==> src/rtl/pingpong_pkg.sv <==
// Shared types and helpers for the ping-pong DDR read-back controller.
// Bank states track one bank's data from burst request through final output.
package pingpong_pkg;

  typedef enum logic [1:0] {
    BANK_EMPTY    = 2'd0,
    BANK_FILLING  = 2'd1,
    BANK_FULL     = 2'd2,
    BANK_DRAINING = 2'd3
  } bank_state_t;

  typedef enum logic {
    CTRL_IDLE = 1'b0,
    CTRL_RUN  = 1'b1
  } ctrl_state_t;

  localparam int NUM_BANKS = 2;

  function automatic logic other_bank(input logic idx);
    return ~idx;
  endfunction

  // A bank presents data downstream from the moment it is full until it is emptied.
  function automatic logic bank_has_data(input bank_state_t s);
    return (s == BANK_FULL) || (s == BANK_DRAINING);
  endfunction

endpackage

==> src/rtl/pingpong_bank.sv <==
// One ping-pong bank: burst-sized storage with its own write/read pointers
// and lifecycle state (EMPTY -> FILLING -> FULL -> DRAINING -> EMPTY).
module pingpong_bank
  import pingpong_pkg::*;
#(
  parameter int DATA_W = 32,
  parameter int DEPTH  = 16
) (
  input  logic              clk,
  input  logic              reset,
  input  logic              claim,
  input  logic              wr_en,
  input  logic [DATA_W-1:0] wr_data,
  input  logic              rd_en,
  output logic [DATA_W-1:0] rd_data,
  output bank_state_t       state,
  output bank_state_t       state_next,
  output logic              fill_done,
  output logic              drain_done
);

  localparam int PTR_W = (DEPTH > 1) ? $clog2(DEPTH) : 1;

  logic [DATA_W-1:0] mem_q [DEPTH];
  logic [PTR_W-1:0]  wr_ptr_q, wr_ptr_d;
  logic [PTR_W-1:0]  rd_ptr_q, rd_ptr_d;
  bank_state_t       state_q, state_d;
  logic              wr_fire;
  logic              rd_fire;

  always_comb begin
    wr_fire    = wr_en && (state_q == BANK_FILLING);
    rd_fire    = rd_en && bank_has_data(state_q);
    fill_done  = wr_fire && (wr_ptr_q == PTR_W'(DEPTH - 1));
    drain_done = rd_fire && (rd_ptr_q == PTR_W'(DEPTH - 1));
    wr_ptr_d   = wr_ptr_q;
    rd_ptr_d   = rd_ptr_q;
    state_d    = state_q;
    // DEPTH is a power of two, so both pointers wrap back to 0 on the last word.
    if (wr_fire) wr_ptr_d = wr_ptr_q + 1'b1;
    if (rd_fire) rd_ptr_d = rd_ptr_q + 1'b1;
    case (state_q)
      BANK_EMPTY:    if (claim)      state_d = BANK_FILLING;
      BANK_FILLING:  if (fill_done)  state_d = BANK_FULL;
      BANK_FULL:     if (rd_fire)    state_d = BANK_DRAINING;
      BANK_DRAINING: if (drain_done) state_d = BANK_EMPTY;
      default:                       state_d = BANK_EMPTY;
    endcase
  end

  always_ff @(posedge clk) begin
    if (reset) begin
      state_q  <= BANK_EMPTY;
      wr_ptr_q <= '0;
      rd_ptr_q <= '0;
    end else begin
      state_q  <= state_d;
      wr_ptr_q <= wr_ptr_d;
      rd_ptr_q <= rd_ptr_d;
    end
  end

  always_ff @(posedge clk) begin
    if (wr_fire) mem_q[wr_ptr_q] <= wr_data;
  end

  // Asynchronous read: the head word must be on m_data the same cycle the bank turns FULL.
  assign rd_data    = mem_q[rd_ptr_q];
  assign state      = state_q;
  assign state_next = state_d;

endmodule

==> src/rtl/pingpong_readback.sv <==
// Ping-pong DDR read-back: fetches fixed-size bursts into two alternating banks
// and streams them out in order on a valid/ready interface.
module pingpong_readback
  import pingpong_pkg::*;
#(
  parameter int DATA_W     = 32,
  parameter int ADDR_W     = 32,
  parameter int BANK_DEPTH = 16
) (
  input  logic              clk,
  input  logic              reset,
  input  logic              start,
  input  logic [ADDR_W-1:0] base_addr,
  input  logic [15:0]       num_bursts,
  output logic              busy,
  output logic              done,
  output logic              rd_req,
  output logic [ADDR_W-1:0] rd_addr,
  input  logic              rd_ack,
  input  logic              rd_data_valid,
  input  logic [DATA_W-1:0] rd_data,
  output logic              m_valid,
  output logic [DATA_W-1:0] m_data,
  input  logic              m_ready,
  output logic [1:0]        bank_full,
  output logic              error
);

  localparam int BURST_BYTES = BANK_DEPTH * (DATA_W / 8);

  ctrl_state_t       ctrl_q, ctrl_d;
  logic [15:0]       num_q, num_d;
  logic [15:0]       issued_q, issued_d;
  logic [15:0]       drained_q, drained_d;
  logic [ADDR_W-1:0] base_q, base_d;
  logic [ADDR_W-1:0] rd_addr_q, rd_addr_d;
  logic              outstanding_q, outstanding_d;
  logic              fill_ptr_q, fill_ptr_d;
  logic              drain_ptr_q, drain_ptr_d;
  logic              rd_req_q, rd_req_d;
  logic              done_q, done_d;
  logic              error_q, error_d;

  logic              start_acc;
  logic              req_fire;
  logic              beat_ok;
  logic              out_fire;

  bank_state_t       bank_state      [NUM_BANKS];
  bank_state_t       bank_state_next [NUM_BANKS];
  logic [DATA_W-1:0] bank_rdata      [NUM_BANKS];
  logic [1:0]        bank_claim;
  logic [1:0]        bank_wr;
  logic [1:0]        bank_rd;
  logic [1:0]        bank_fill_done;
  logic [1:0]        bank_drain_done;

  always_comb begin
    start_acc = start && (ctrl_q == CTRL_IDLE);
    req_fire  = rd_req_q && rd_ack;
    beat_ok   = rd_data_valid && outstanding_q;
    m_valid   = bank_has_data(bank_state[drain_ptr_q]);
    m_data    = bank_rdata[drain_ptr_q];
    out_fire  = m_valid && m_ready;
  end

  for (genvar gi = 0; gi < NUM_BANKS; gi++) begin : g_bank
    assign bank_claim[gi] = req_fire && (fill_ptr_q == 1'(gi));
    assign bank_wr[gi]    = beat_ok && (fill_ptr_q == 1'(gi));
    assign bank_rd[gi]    = out_fire && (drain_ptr_q == 1'(gi));
    assign bank_full[gi]  = bank_has_data(bank_state[gi]);

    pingpong_bank #(
      .DATA_W (DATA_W),
      .DEPTH  (BANK_DEPTH)
    ) u_bank (
      .clk        (clk),
      .reset      (reset),
      .claim      (bank_claim[gi]),
      .wr_en      (bank_wr[gi]),
      .wr_data    (rd_data),
      .rd_en      (bank_rd[gi]),
      .rd_data    (bank_rdata[gi]),
      .state      (bank_state[gi]),
      .state_next (bank_state_next[gi]),
      .fill_done  (bank_fill_done[gi]),
      .drain_done (bank_drain_done[gi])
    );
  end

  always_comb begin
    ctrl_d        = ctrl_q;
    num_d         = num_q;
    base_d        = base_q;
    issued_d      = issued_q;
    drained_d     = drained_q;
    outstanding_d = outstanding_q;
    fill_ptr_d    = fill_ptr_q;
    drain_ptr_d   = drain_ptr_q;
    done_d        = 1'b0;
    // Beats with no burst in flight are dropped and latched as a protocol error.
    error_d       = error_q | (rd_data_valid && !outstanding_q);

    if (start_acc) begin
      num_d       = num_bursts;
      base_d      = base_addr;
      issued_d    = '0;
      drained_d   = '0;
      fill_ptr_d  = 1'b0;
      drain_ptr_d = 1'b0;
      if (num_bursts == 16'd0) done_d = 1'b1;
      else                     ctrl_d = CTRL_RUN;
    end else if (ctrl_q == CTRL_RUN) begin
      if (req_fire) begin
        issued_d      = issued_q + 16'd1;
        outstanding_d = 1'b1;
      end
      if (bank_fill_done[fill_ptr_q]) begin
        outstanding_d = 1'b0;
        fill_ptr_d    = other_bank(fill_ptr_q);
      end
      if (bank_drain_done[drain_ptr_q]) begin
        drained_d   = drained_q + 16'd1;
        drain_ptr_d = other_bank(drain_ptr_q);
        if (drained_d == num_q) begin
          ctrl_d = CTRL_IDLE;
          done_d = 1'b1;
        end
      end
    end

    // Look at next-cycle bank state so a refill request can follow a drain by one cycle.
    rd_req_d  = (ctrl_d == CTRL_RUN) && (issued_d < num_d) && !outstanding_d &&
                (bank_state_next[fill_ptr_d] == BANK_EMPTY);
    rd_addr_d = base_d + (ADDR_W'(issued_d) * ADDR_W'(BURST_BYTES));
  end

  always_ff @(posedge clk) begin
    if (reset) begin
      ctrl_q        <= CTRL_IDLE;
      num_q         <= '0;
      base_q        <= '0;
      issued_q      <= '0;
      drained_q     <= '0;
      outstanding_q <= 1'b0;
      fill_ptr_q    <= 1'b0;
      drain_ptr_q   <= 1'b0;
      rd_req_q      <= 1'b0;
      rd_addr_q     <= '0;
      done_q        <= 1'b0;
      error_q       <= 1'b0;
    end else begin
      ctrl_q        <= ctrl_d;
      num_q         <= num_d;
      base_q        <= base_d;
      issued_q      <= issued_d;
      drained_q     <= drained_d;
      outstanding_q <= outstanding_d;
      fill_ptr_q    <= fill_ptr_d;
      drain_ptr_q   <= drain_ptr_d;
      rd_req_q      <= rd_req_d;
      rd_addr_q     <= rd_addr_d;
      done_q        <= done_d;
      error_q       <= error_d;
    end
  end

  assign busy    = (ctrl_q == CTRL_RUN);
  assign done    = done_q;
  assign rd_req  = rd_req_q;
  assign rd_addr = rd_addr_q;
  assign error   = error_q;

endmodule
==> config.mk <==
export PLATFORM = sky130hd
export DESIGN_NAME = pingpong_readback
export DESIGN_NICKNAME = d
export VERILOG_FILES = /design/src/rtl/pingpong_pkg.sv /design/src/rtl/pingpong_bank.sv /design/src/rtl/pingpong_readback.sv
export SDC_FILE = /design/constraint.sdc
export NUM_CORES = 1
export LEC_CHECK = 0
export BUFFER_PORTS_ARGS = -buffer_cell sky130_fd_sc_hd__buf_2
export CAP_MARGIN = 10
export CORE_MARGIN = 2
export CORE_UTILIZATION = 50
export DETAILED_ROUTE_END_ITERATION = 7
export PLACE_DENSITY = 0.71
export SLEW_MARGIN = 10
export SYNTH_ARGS = -nofsm -noshare
export SYNTH_HDL_FRONTEND = slang
export SYNTH_HIERARCHICAL = 1
export SYNTH_SLANG_ARGS = --single-unit
export TNS_END_PERCENT = 5
==> constraint.sdc <==
create_clock -name clk -period 5.45 [get_ports clk]
set_input_delay 0.545 -clock clk [delete_from_list [all_inputs] [get_ports clk]]
set_output_delay 0.545 -clock clk [all_outputs]
set_load 0.05 [all_outputs]
==> flow_summary.toml <==
[sta]
slew_headroom = 0.320
worstMarginPinSlew_ns = 1.02
slew_violations = 0
fin_tns_setup_ns = 0
finalClockSkew_ns = 0.0595
finalHoldViolCount = 0
min_period_ns = 4.10
finalSetupViolCount = 0
timing.final.crit_share = 0.752
fmax_mhz = 244
rsz0062_at_grt = "no"

[drt]
ant_nets = 0
drt-total-wl_mm = 108
num_vias = 24400
drtIter0Drc = 2875
wire_per_inst_um = 27.4
firstDrtPassIters = 5
drc_errors = 0
viasPerCell = 6.18

[worst_setup_path]
arrival_ns = 4.66
worst-path-max-fanout = 18
reg2reg_depth = 14
start_kind = "flop"
cp-end-kind = "flop"
rrSetupSlack_ns = 1.35
rr_startpoint = "busy$_SDFF_PP0_"
r2r_end = "rd_addr[30]$_SDFF_PP0_"
crit_required_ns = 6.01
crit_type = "flop to flop"

[min_path]
worstHoldEndpoint = "base_q[4]$_SDFFE_PP0P_"
whs_path_depth = 3
min_from = "base_addr[4]"
hp-class = "primary input to flop"

[floorplan]
io_pins = 157
coreArea_sq_um = 91400
dieArea_sq_um = 94300
start_util = 0.502
rows = 111
die_x_um = 307
die_y_um = 307

[synthesis]
synth.distinct_cells = 62
syn_inst = 2491
syn_nets = 2620
synthArstFlopShare = 0
yosysMostFrequentCell = "edfxtp_1"
synth_ff_type = "edfxtp_1"
synth-edff-count = 1024
yosys_warnings = 6
ys_seq_area_frac = 0.731
yosys-top-cells-count = "1024 x edfxtp_1, 256 x mux4_2, 166 x nand2_1, 141 x dfxtp_1, 129 x a22oi_1"
synth_top_cell_by_area = "edfxtp_1"
syn_area_per_cell_sq_um = 18.4
ys_top_cells_by_area = "edfxtp_1 67%, mux4_2 13%, dfxtp_1 6.1%, a22oi_1 2.1%, nand2_1 1.4%"
ys_ff_latch = 1165
synth_top_area_share = 0.670
synth_area_sq_um = 45900

[run]
max-cap-violations = 0

[global_route]
use_met1 = 0.328
grt-ovfl-total = 0
grt_max_degree = 72
groute.layer.met3.usage = 0.0493
groute.layer.met2.usage = 0.361
grt_pass1_wl_mm = 160
busiest_layer = "met2"
grt_pass1_vias = 25000
antenna_found_initial = 6
gr-usage-all-layers = 0.231

[clock_tree]
clk_pin_slew_ns = 0.06
cts_made_buffers = 111
cts_tree = "done"
htree_levels = 3
cts.path.max_buffers = 3
cts_hold_buf = 0
cts_setup_buffers = 0
ctsRootBufferMaster = "clkbuf_16"
clock-sinks = 1165
insertion_delay_ns = 0.69
ctsResizeCount = 0

[placement]
gp_congestion = 0.837
hpwl_mm = 59.5
port_buffers = 156

[finish]
fill_cells = 6706
syn_to_final_growth_pct = 12.6
drive_above_1_share = 0.255
final_nets = 2805
multi_input_area_sq_um = 11800
seq_area_sq_um = 33600

[power]
finalPower_mw = 17.6
powerDensity_nw_per_um2 = 340
vdd_ir_drop_max_mv = 0.290
leakage_nw = 16.7

[outcome]
outcome = "complete, no violations"
==> registers in the layout, summed over array words and instances (netlist names), 4 cells and up, named ones only <==
signal / count
g_bank.u_bank/wr_ptr_q: 8
g_bank.u_bank/rd_ptr_q: 8
base_q: 32
g_bank.u_bank/state: 4
rd_addr: 26
g_bank.u_bank/mem_q: 1024
issued_q: 16
num_q: 16
drained_q: 16
==> layout make-up <==
class / count / share of cell area
repair buffers: 207 / 0.0240
multi-input cells: 1171 / 0.227
clock inverters: 58 / 0.0102
inverters: 20 / 0.00145
flip-flops and latches: 1165 / 0.650
well taps: 1186 / 0.0287
diodes: 1 / 0.0000484
clock buffers: 146 / 0.0582
==> report_power, final <==
group	total (mW)	leakage, nW	switching (mW)	internal [mW]
clock network	7.45	1.72	3.24	4.22
registers	9.75	10.4	0.0208	9.73
logic	0.395	4.62	0.298	0.0971
==> kinds of logic (layout without fill, tap and decap cells) <==
kind of cell,Yosys count,in the layout,synth area share
buf+inv,155,431,0.0152
other cells,0,1,0
mux,320,320,0.140
fa+ha+maj,43,43,0.0119
compound gates,257,257,0.0389
flops,1165,1165,0.731
simple gates,481,481,0.0490
xor+xnor,70,70,0.0134
==> through the flow <==
stage / instances / hold WS (ns) / area, sq um / setup slack, ns / utilization
after floorplan: 2491 / 0.437 / 45900 / 1.01 / -
after global placement: 3749 / 0.445 / 48100 / 1.55 / 0.527
after detailed placement: 3749 / 0.448 / 48100 / 1.35 / 0.527
after CTS: 3953 / 0.106 / 51700 / 1.36 / 0.565
after global routing: 3954 / 0.132 / 51700 / 1.06 / 0.565
final: 3954 / 0.136 / 51700 / 1.35 / 0.565
==> metal layers <==
layer | up-vias | wire (um) | share of wire
li1 | 10400 | - | -
met1 | 12600 | 43500 | 0.40
met2 | 1274 | 50800 | 0.47
met3 | 203 | 11000 | 0.10
met4 | 6 | 3180 | 0.029
met5 | - | 38 | 0.00035
==> critical path: stages (launching register included) <==
cell	delay, ns
dfxtp_1	0.58
nand2b_1	0.66
nand2_1	0.16
nand2_1	0.11
ha_1	0.19
inv_1	0.06
fa_1	0.38
nor2b_1	0.21
o31a_1	0.20
nor3_1	0.08
o221ai_1	0.34
a21boi_0	0.26
o21a_1	0.34
o31ai_1	0.23
nor3b_1	0.21
==> how the worst max path moves through the flow <==
stage | startpoint | end | slack (ns) | cells past startpoint
after floorplan | rd_data_valid | g_bank[0].u_bank/mem_q[11][0]$_DFFE_PP_ | 1.01 | 4
after global placement | busy$_SDFF_PP0_ | rd_addr[30]$_SDFF_PP0_ | 1.55 | 14
after detailed placement | start | rd_addr[30]$_SDFF_PP0_ | 1.35 | 15
after CTS | busy$_SDFF_PP0_ | rd_addr[30]$_SDFF_PP0_ | 1.36 | 14
after global routing | busy$_SDFF_PP0_ | rd_addr[30]$_SDFF_PP0_ | 1.06 | 14
final | busy$_SDFF_PP0_ | rd_addr[30]$_SDFF_PP0_ | 1.35 | 14
==> cells in the final DEF (no fill, tap or decap), types with 30 or more instances in the layout <==
master / instances
mux2_2: 34
a21oi_1: 48
nor3_1: 41
mux2i_1: 30
xnor2_1: 37
nor2_1: 116
edfxtp_1: 1024
buf_4: 46
ha_1: 42
mux4_2: 256
xor2_1: 33
a22oi_1: 129
clkbuf_16: 115
dfxtp_1: 136
nand2_1: 166
buf_2: 155
No activity file was read; power rests on OpenSTA's default activity.
